### src/rtl/shift_reg4.sv
// 4-bit universal operand shift register (hold / shift right / shift left / load)
// with a serial-capture sequencer that shifts in a full operand over WIDTH cycles.

module mux2 (
    input  logic a,
    input  logic b,
    input  logic sel,
    output logic y
);
    assign y = (a & ~sel) | (b & sel);
endmodule

module dff_r (
    input  logic clk,
    input  logic rst_n,
    input  logic d,
    output logic q
);
    // NOTE: sequential state uses non-blocking assignment so every flop samples pre-edge values.
    always_ff @(posedge clk or negedge rst_n) begin
        if (!rst_n) q <= 1'b0;
        else        q <= d;
    end
endmodule

module shift_reg4 #(
    parameter int WIDTH = 4
) (
    input  logic       clk,
    input  logic       rst_n,
    input  logic [1:0] mode,
    input  logic [3:0] d,
    input  logic       sin_r,
    input  logic       sin_l,
    input  logic       start,
    output logic [3:0] q,
    output logic       sout_r,
    output logic       sout_l,
    output logic       busy,
    output logic       done
);
    typedef enum logic [1:0] {
        IDLE    = 2'b00,
        CAPTURE = 2'b01,
        DONE    = 2'b10
    } state_t;

    state_t     state_q, state_d;
    logic [1:0] count_q, count_d;
    logic [1:0] eff_mode;     // mode actually applied to the datapath this cycle
    logic [3:0] q_q, q_d;

    always_ff @(posedge clk or negedge rst_n) begin
        if (!rst_n) begin
            state_q <= IDLE;
            count_q <= 2'b00;
        end else begin
            state_q <= state_d;
            count_q <= count_d;
        end
    end

    // NOTE: every output of this block gets a default first, so no path can infer a latch.
    always_comb begin
        state_d  = state_q;
        count_d  = count_q;
        eff_mode = 2'b00;
        case (state_q)
            IDLE: begin
                if (start) begin
                    state_d = CAPTURE;
                    count_d = 2'b00;
                end else begin
                    eff_mode = mode;
                end
            end
            CAPTURE: begin
                eff_mode = 2'b01;
                count_d  = count_q + 2'b01;
                if (count_q == 2'(WIDTH - 1)) state_d = DONE;
            end
            DONE:    state_d = IDLE;
            default: state_d = IDLE;   // illegal code 11: q holds, recover to IDLE
        endcase
    end

    // Per bit: first mux picks shift direction, second picks hold/load, third picks shift vs hold/load.
    logic       is_shift;
    logic [3:0] sr_in, sl_in, shift_bit, lh_bit;

    assign is_shift = eff_mode[0] ^ eff_mode[1];
    assign sr_in    = {sin_r, q_q[3:1]};
    assign sl_in    = {q_q[2:0], sin_l};

    for (genvar i = 0; i < 4; i++) begin : g_bit
        mux2 u_dir   (.a(sr_in[i]),  .b(sl_in[i]),     .sel(eff_mode[1]), .y(shift_bit[i]));
        mux2 u_ldh   (.a(q_q[i]),    .b(d[i]),         .sel(eff_mode[1]), .y(lh_bit[i]));
        mux2 u_sel   (.a(lh_bit[i]), .b(shift_bit[i]), .sel(is_shift),    .y(q_d[i]));
        dff_r u_ff   (.clk(clk), .rst_n(rst_n), .d(q_d[i]), .q(q_q[i]));
    end

    assign q      = q_q;
    assign sout_r = q_q[0];
    assign sout_l = q_q[3];
    assign busy   = (state_q == CAPTURE);
    assign done   = (state_q == DONE);

endmodule
### config.mk
export PLATFORM = sky130hd
export DESIGN_NAME = shift_reg4
export DESIGN_NICKNAME = d
export VERILOG_FILES = /design/src/rtl/shift_reg4.sv
export SDC_FILE = /design/constraint.sdc
export NUM_CORES = 1
export LEC_CHECK = 0
export ABC_AREA = 1
export ABC_CLOCK_PERIOD_IN_PS = 2400
export CORE_AREA = 2 2 39 41
export CTS_BUF_LIST = sky130_fd_sc_hd__clkbuf_8 sky130_fd_sc_hd__clkbuf_16
export DETAILED_ROUTE_END_ITERATION = 8
export DIE_AREA = 0 0 41 43
export PLACE_DENSITY = 0.75
export SYNTH_ARGS = -nofsm -noshare
export SYNTH_HDL_FRONTEND = slang
export SYNTH_SLANG_ARGS = --single-unit
### constraint.sdc
create_clock -name clk -period 2.4 [get_ports clk]
set_input_delay 0.48 -clock clk [delete_from_list [all_inputs] [get_ports clk]]
set_output_delay 0.48 -clock clk [all_outputs]
set_load 0.05 [all_outputs]
Word level (Yosys, flattened, before mapping)
Cells that the tools add are included.
{"block": "totals", "inputBits": 11, "romBits": 0, "latchBits": 0, "mem_bits_rw": 0, "register_bits": 8, "elab_cells": 59, "memories": 0, "out_inout_bits": 8}
{"block": "op_classes", "add_sub_neg": 1, "n_lt_le_gt_ge": 0, "shift": 0, "eq_ne": 5, "div": 0, "n_reduce_logical": 4, "n_mul": 0, "n_bitwise": 36, "mux": 7}
{"operator": "$and A1 B1 Y1", "n": 21}
{"operator": "$or A1 B1 Y1", "n": 12}
{"operator": "$pmux W2 S2", "n": 3}
{"operator": "$mux W2", "n": 4}
{"operator": "$eq A2 B2 Y1 const B", "n": 2}
{"operator": "$reduce_and A2 Y1", "n": 2}
{"operator": "$add A2 B1 Y2 const B", "n": 1}
{"operator": "$eq A2 B1 Y1 const B", "n": 1}
{"operator": "$logic_not A2 Y1", "n": 1}
{"operator": "$ne A2 B1 Y1 const B", "n": 1}
{"operator": "$ne A2 B2 Y1 const B", "n": 1}
{"operator": "$not A1 Y1", "n": 2}
{"operator": "$reduce_bool A2 Y1", "n": 1}
{"operator": "$xor A1 B1 Y1", "n": 1}

Longest topological paths before layout
{"block": "depth", "depth_word": 7, "mapped_depth": 9, "ltp_nobuf": 9}

By module
From an unflattened synthesis, not the netlist that was laid out.
{"block": "hier_totals", "cells_unflattened": 84, "area_unflattened_um2": 511.7}
{"mod": "shift_reg4", "cells_per_inst": 32, "seq_area_each_um2": 100.1, "area_per_inst_um2": 231.5, "n_inst": 1}
{"mod": "mux2", "cells_per_inst": 4, "seq_area_each_um2": 0.0, "area_per_inst_um2": 15.0, "n_inst": 12}
{"mod": "dff_r", "cells_per_inst": 1, "seq_area_each_um2": 25.0, "area_per_inst_um2": 25.0, "n_inst": 4}

Worst setup path before layout
OpenSTA, ideal clock, no wires.
{"block": "synth_timing", "path_type": "register -> register", "from": "register state_q[0]", "to": "register with a tool-made name", "required_time_ns": 2.281, "n_path_buf": 0, "slack_ns": 0.235, "path_stages_with_launch": 10, "setup_time_ns": 0.119, "synth_period_minus_slack_ns": 2.165, "arrival_ns": 2.046, "cell_sequence": "dfrtp_1 inv_1 nor2_1 a31oi_1 ha_1 inv_1 nand4_1 nand2_1 nor2_1 nor2_1"}
{"element": "from (decl)", "line_no": "48", "text": "state_t state_q, state_d;"}
{"element": "from (signal assigned)", "line_no": "58", "text": "state_q <= state_d;"}

Final worst setup path
{"block": "layout_timing", "from": "register state_q[1]", "to": "output done"}
{"block": "layout_between", "elab_chain_cells": 1}
{"element": "$eq A2 B2 Y1", "line_no": "106", "text": "assign done = (state_q == DONE);"}
{"element": "to (decl)", "line_no": "40", "text": "output logic done"}
No other way between the ends.

==> run summary <==
status -> completed
Setup TNS -> 0 ps
# IOs -> 19
syn nets -> 87
row cnt -> 14
cell accounting for the most synthesized area -> dfrtp_1
WP data required -> 1920 ps
Min-Delay Endpoint -> count_q[0]$_DFFE_PN0P_
Sw Share -> 0.522
Post-synth EDFFs -> 0
Cell Area, Synth -> 579 um2
Synth area leaders -> dfrtp_1 (35%), nor2_1 (10%), inv_1 (7.8%)
reg2reg start -> state_q[0]$_DFFE_PN0P_
largest family of logic cells by synthesized area -> simple AND/OR/NAND/NOR gates
dpl cells -> 103
Switch Pwr -> 0.648 mW
Hold WC Path Type -> reg2reg
sequential area share after synthesis -> 0.346
Clock Root Buffer -> clkbuf_8
Comb power frac -> 0.647
final WL -> 1110 um
Synth top area share -> 0.346
Seq cells post-synth -> 8
Met3 Wirelength -> 54 um
RSZ-0062 raised after global routing -> no
Synth Area in XOR/XNOR -> 0
post-CTS resize count -> 0
Avg Cell Area, Syn -> 7.83 um2
Worst Setup End Kind -> output port
CTS max path bufs -> 2
clock period minus final worst setup slack -> 2090 ps
Num CTS Buffers -> 3
Async SR Flop Fraction -> 1.00
final non-filler cell total -> 106
final worst slack -> 314 ps
# diodes -> 0
Clk network pwr share -> 0.131
Slew headroom -> 0.671
final setup fails -> 0
CP arrival -> 1610 ps
GRT Util Overall -> 0.156
Core Box Area -> 1380 um2
mux share of post-synthesis cell area -> 0
layout cells sized above 1 -> 0.156
hold_buf cts -> 0
Synth Area in Compound Gates -> 0.112
Synth Instances -> 74
1st-iter DRT viols -> 7
Int Pwr -> 0.593 mW
Place WS -> 309 ps
Fin Hold WS -> 474 ps
register share of total power -> 0.222
Hold Path Depth -> 1
critical path startpoint category -> flip-flop
Max Fclk -> 479 MHz
vias post-DR -> 516
area delta synth->final -> 32.8%
Hold Crit Start -> count_q[0]$_DFFE_PN0P_
Setup CP Type -> reg2out
final hold vios -> 0
Top Layer Used -> met4
Final GP Congestion -> 0.745
initial antenna violation count -> 0
DP Area -> 728 um2
largest net degree at the start of global routing -> 14
flop2flop setup slack -> 570 ps
commonest cells in the netlist -> nor2_1 (16), inv_1 (12), dfrtp_1 (8)
Die X -> 41 um
vias in the first global route -> 471
count of pins over their slew limit -> 0
Post-CTS Setup Bufs -> 0
Clock transition at path regs -> 40 ps
Initial Utilization -> 0.419
Yosys warnings -> 0
worst skew pair latency -> 230 ps
PwrDens -> 1610 nW/um2
PortBufs -> 18
final net count -> 105
area share of fa/ha/maj cells after synthesis -> 0.0432
final instance area -> 769 um2
DRC -> 0
DIE AREA -> 1760 um2
utilization after layout -> 0.556
Metal-1 WL -> 508 um
Avg WL per Cell -> 10.4 um
fin crit share -> 0.869
CP Max Fanout -> 4
simple-gate share of the synthesized area -> 0.324
first-pass GRT wire length -> 1860 um
CTS Sinks -> 8
grt ovf -> 0
Worst Reg2Reg Path Length in Cells -> 8
Routed Antenna Nets -> 0
Max VDD drop -> 0.964 mV
via/cell ratio -> 4.87
Unique masters post-synth -> 19
DR pass1 iterations -> 4
Least-Margin Pin Slew -> 492 ps
most frequent cell after synthesis -> nor2_1
Die Span Y -> 43 um
H-tree depth -> 1
Leak -> 0.384 nW
max cap viols -> 0
CTS tree -> built
Worst Skew -> 2.95 ps
hpwl dp -> 850 um
routed length on met2 -> 529 um
Power, Total -> 1.24 mW
ys flop type -> dfrtp_1
## layout make-up
class | instances | area (um2)
sequential | 8 | 200
tap | 16 | 20.0
multi-input combinational | 48 | 278
timing repair buffer | 19 | 185
inverter | 12 | 45.0
clock buffer | 3 | 41.3
fill | 138 | 614
## worst max-delay path, stage by stage, from the launching register on
cell             delay, ps
dfrtp_1                420
inv_1                   70
nor2_1                  80
clkdlybuf4s50_1        800
## worst max path at each step
stage	endpoint	slack, ps	cells past startpoint	startpoint
finish	done	310	3	state_q[1]$_DFFE_PN0P_
global route	done	250	3	state_q[1]$_DFFE_PN0P_
global placement	flip-flop	350	9	start
floorplan	flip-flop	230	9	state_q[0]$_DFFE_PN0P_
CTS	done	310	3	state_q[1]$_DFFE_PN0P_
detailed placement	flip-flop	310	9	start
## layer usage
layer	vias to the layer above	track usage
met3	3	0.0471
met5	-	0
li1	266	-
met1	236	0.216
met2	11	0.203
met4	0	0.100
## placed cells by master, fill, tap and decap left out
cell type         n
buf_4             2
clkbuf_8          3
nand3_2           1
nand2_1           7
a21oi_1           3
ha_1              2
and3_1            1
a31oi_1           1
nand2_4           1
inv_1            12
nor2_1           16
nor2_4            2
nand3_1           4
clkdlybuf4s50_1  17
a22o_1            1
nand4_1           4
a21oi_2           4
nand2_2           1
dfrtp_1           8
## cells by family after synthesis
family                   count (synthesis)
AO/OA/AOI/OAI                            9
AND/OR/NAND/NOR                         37
buffers and inverters                   18
adder cells (fa/ha/maj)                  2
flip-flops                               8
## power groups by stage
stage	clock (mW)	combinational (mW)	sequential (mW)
final	0.162	0.803	0.276
after global routing	0.170	0.882	0.287
after CTS	0.165	0.809	0.276
after detailed placement	0	0.805	0.279
after global placement	0	0.793	0.276
after floorplan	0	0.618	0.326
Note: power is estimated with default switching activity, not from simulation.
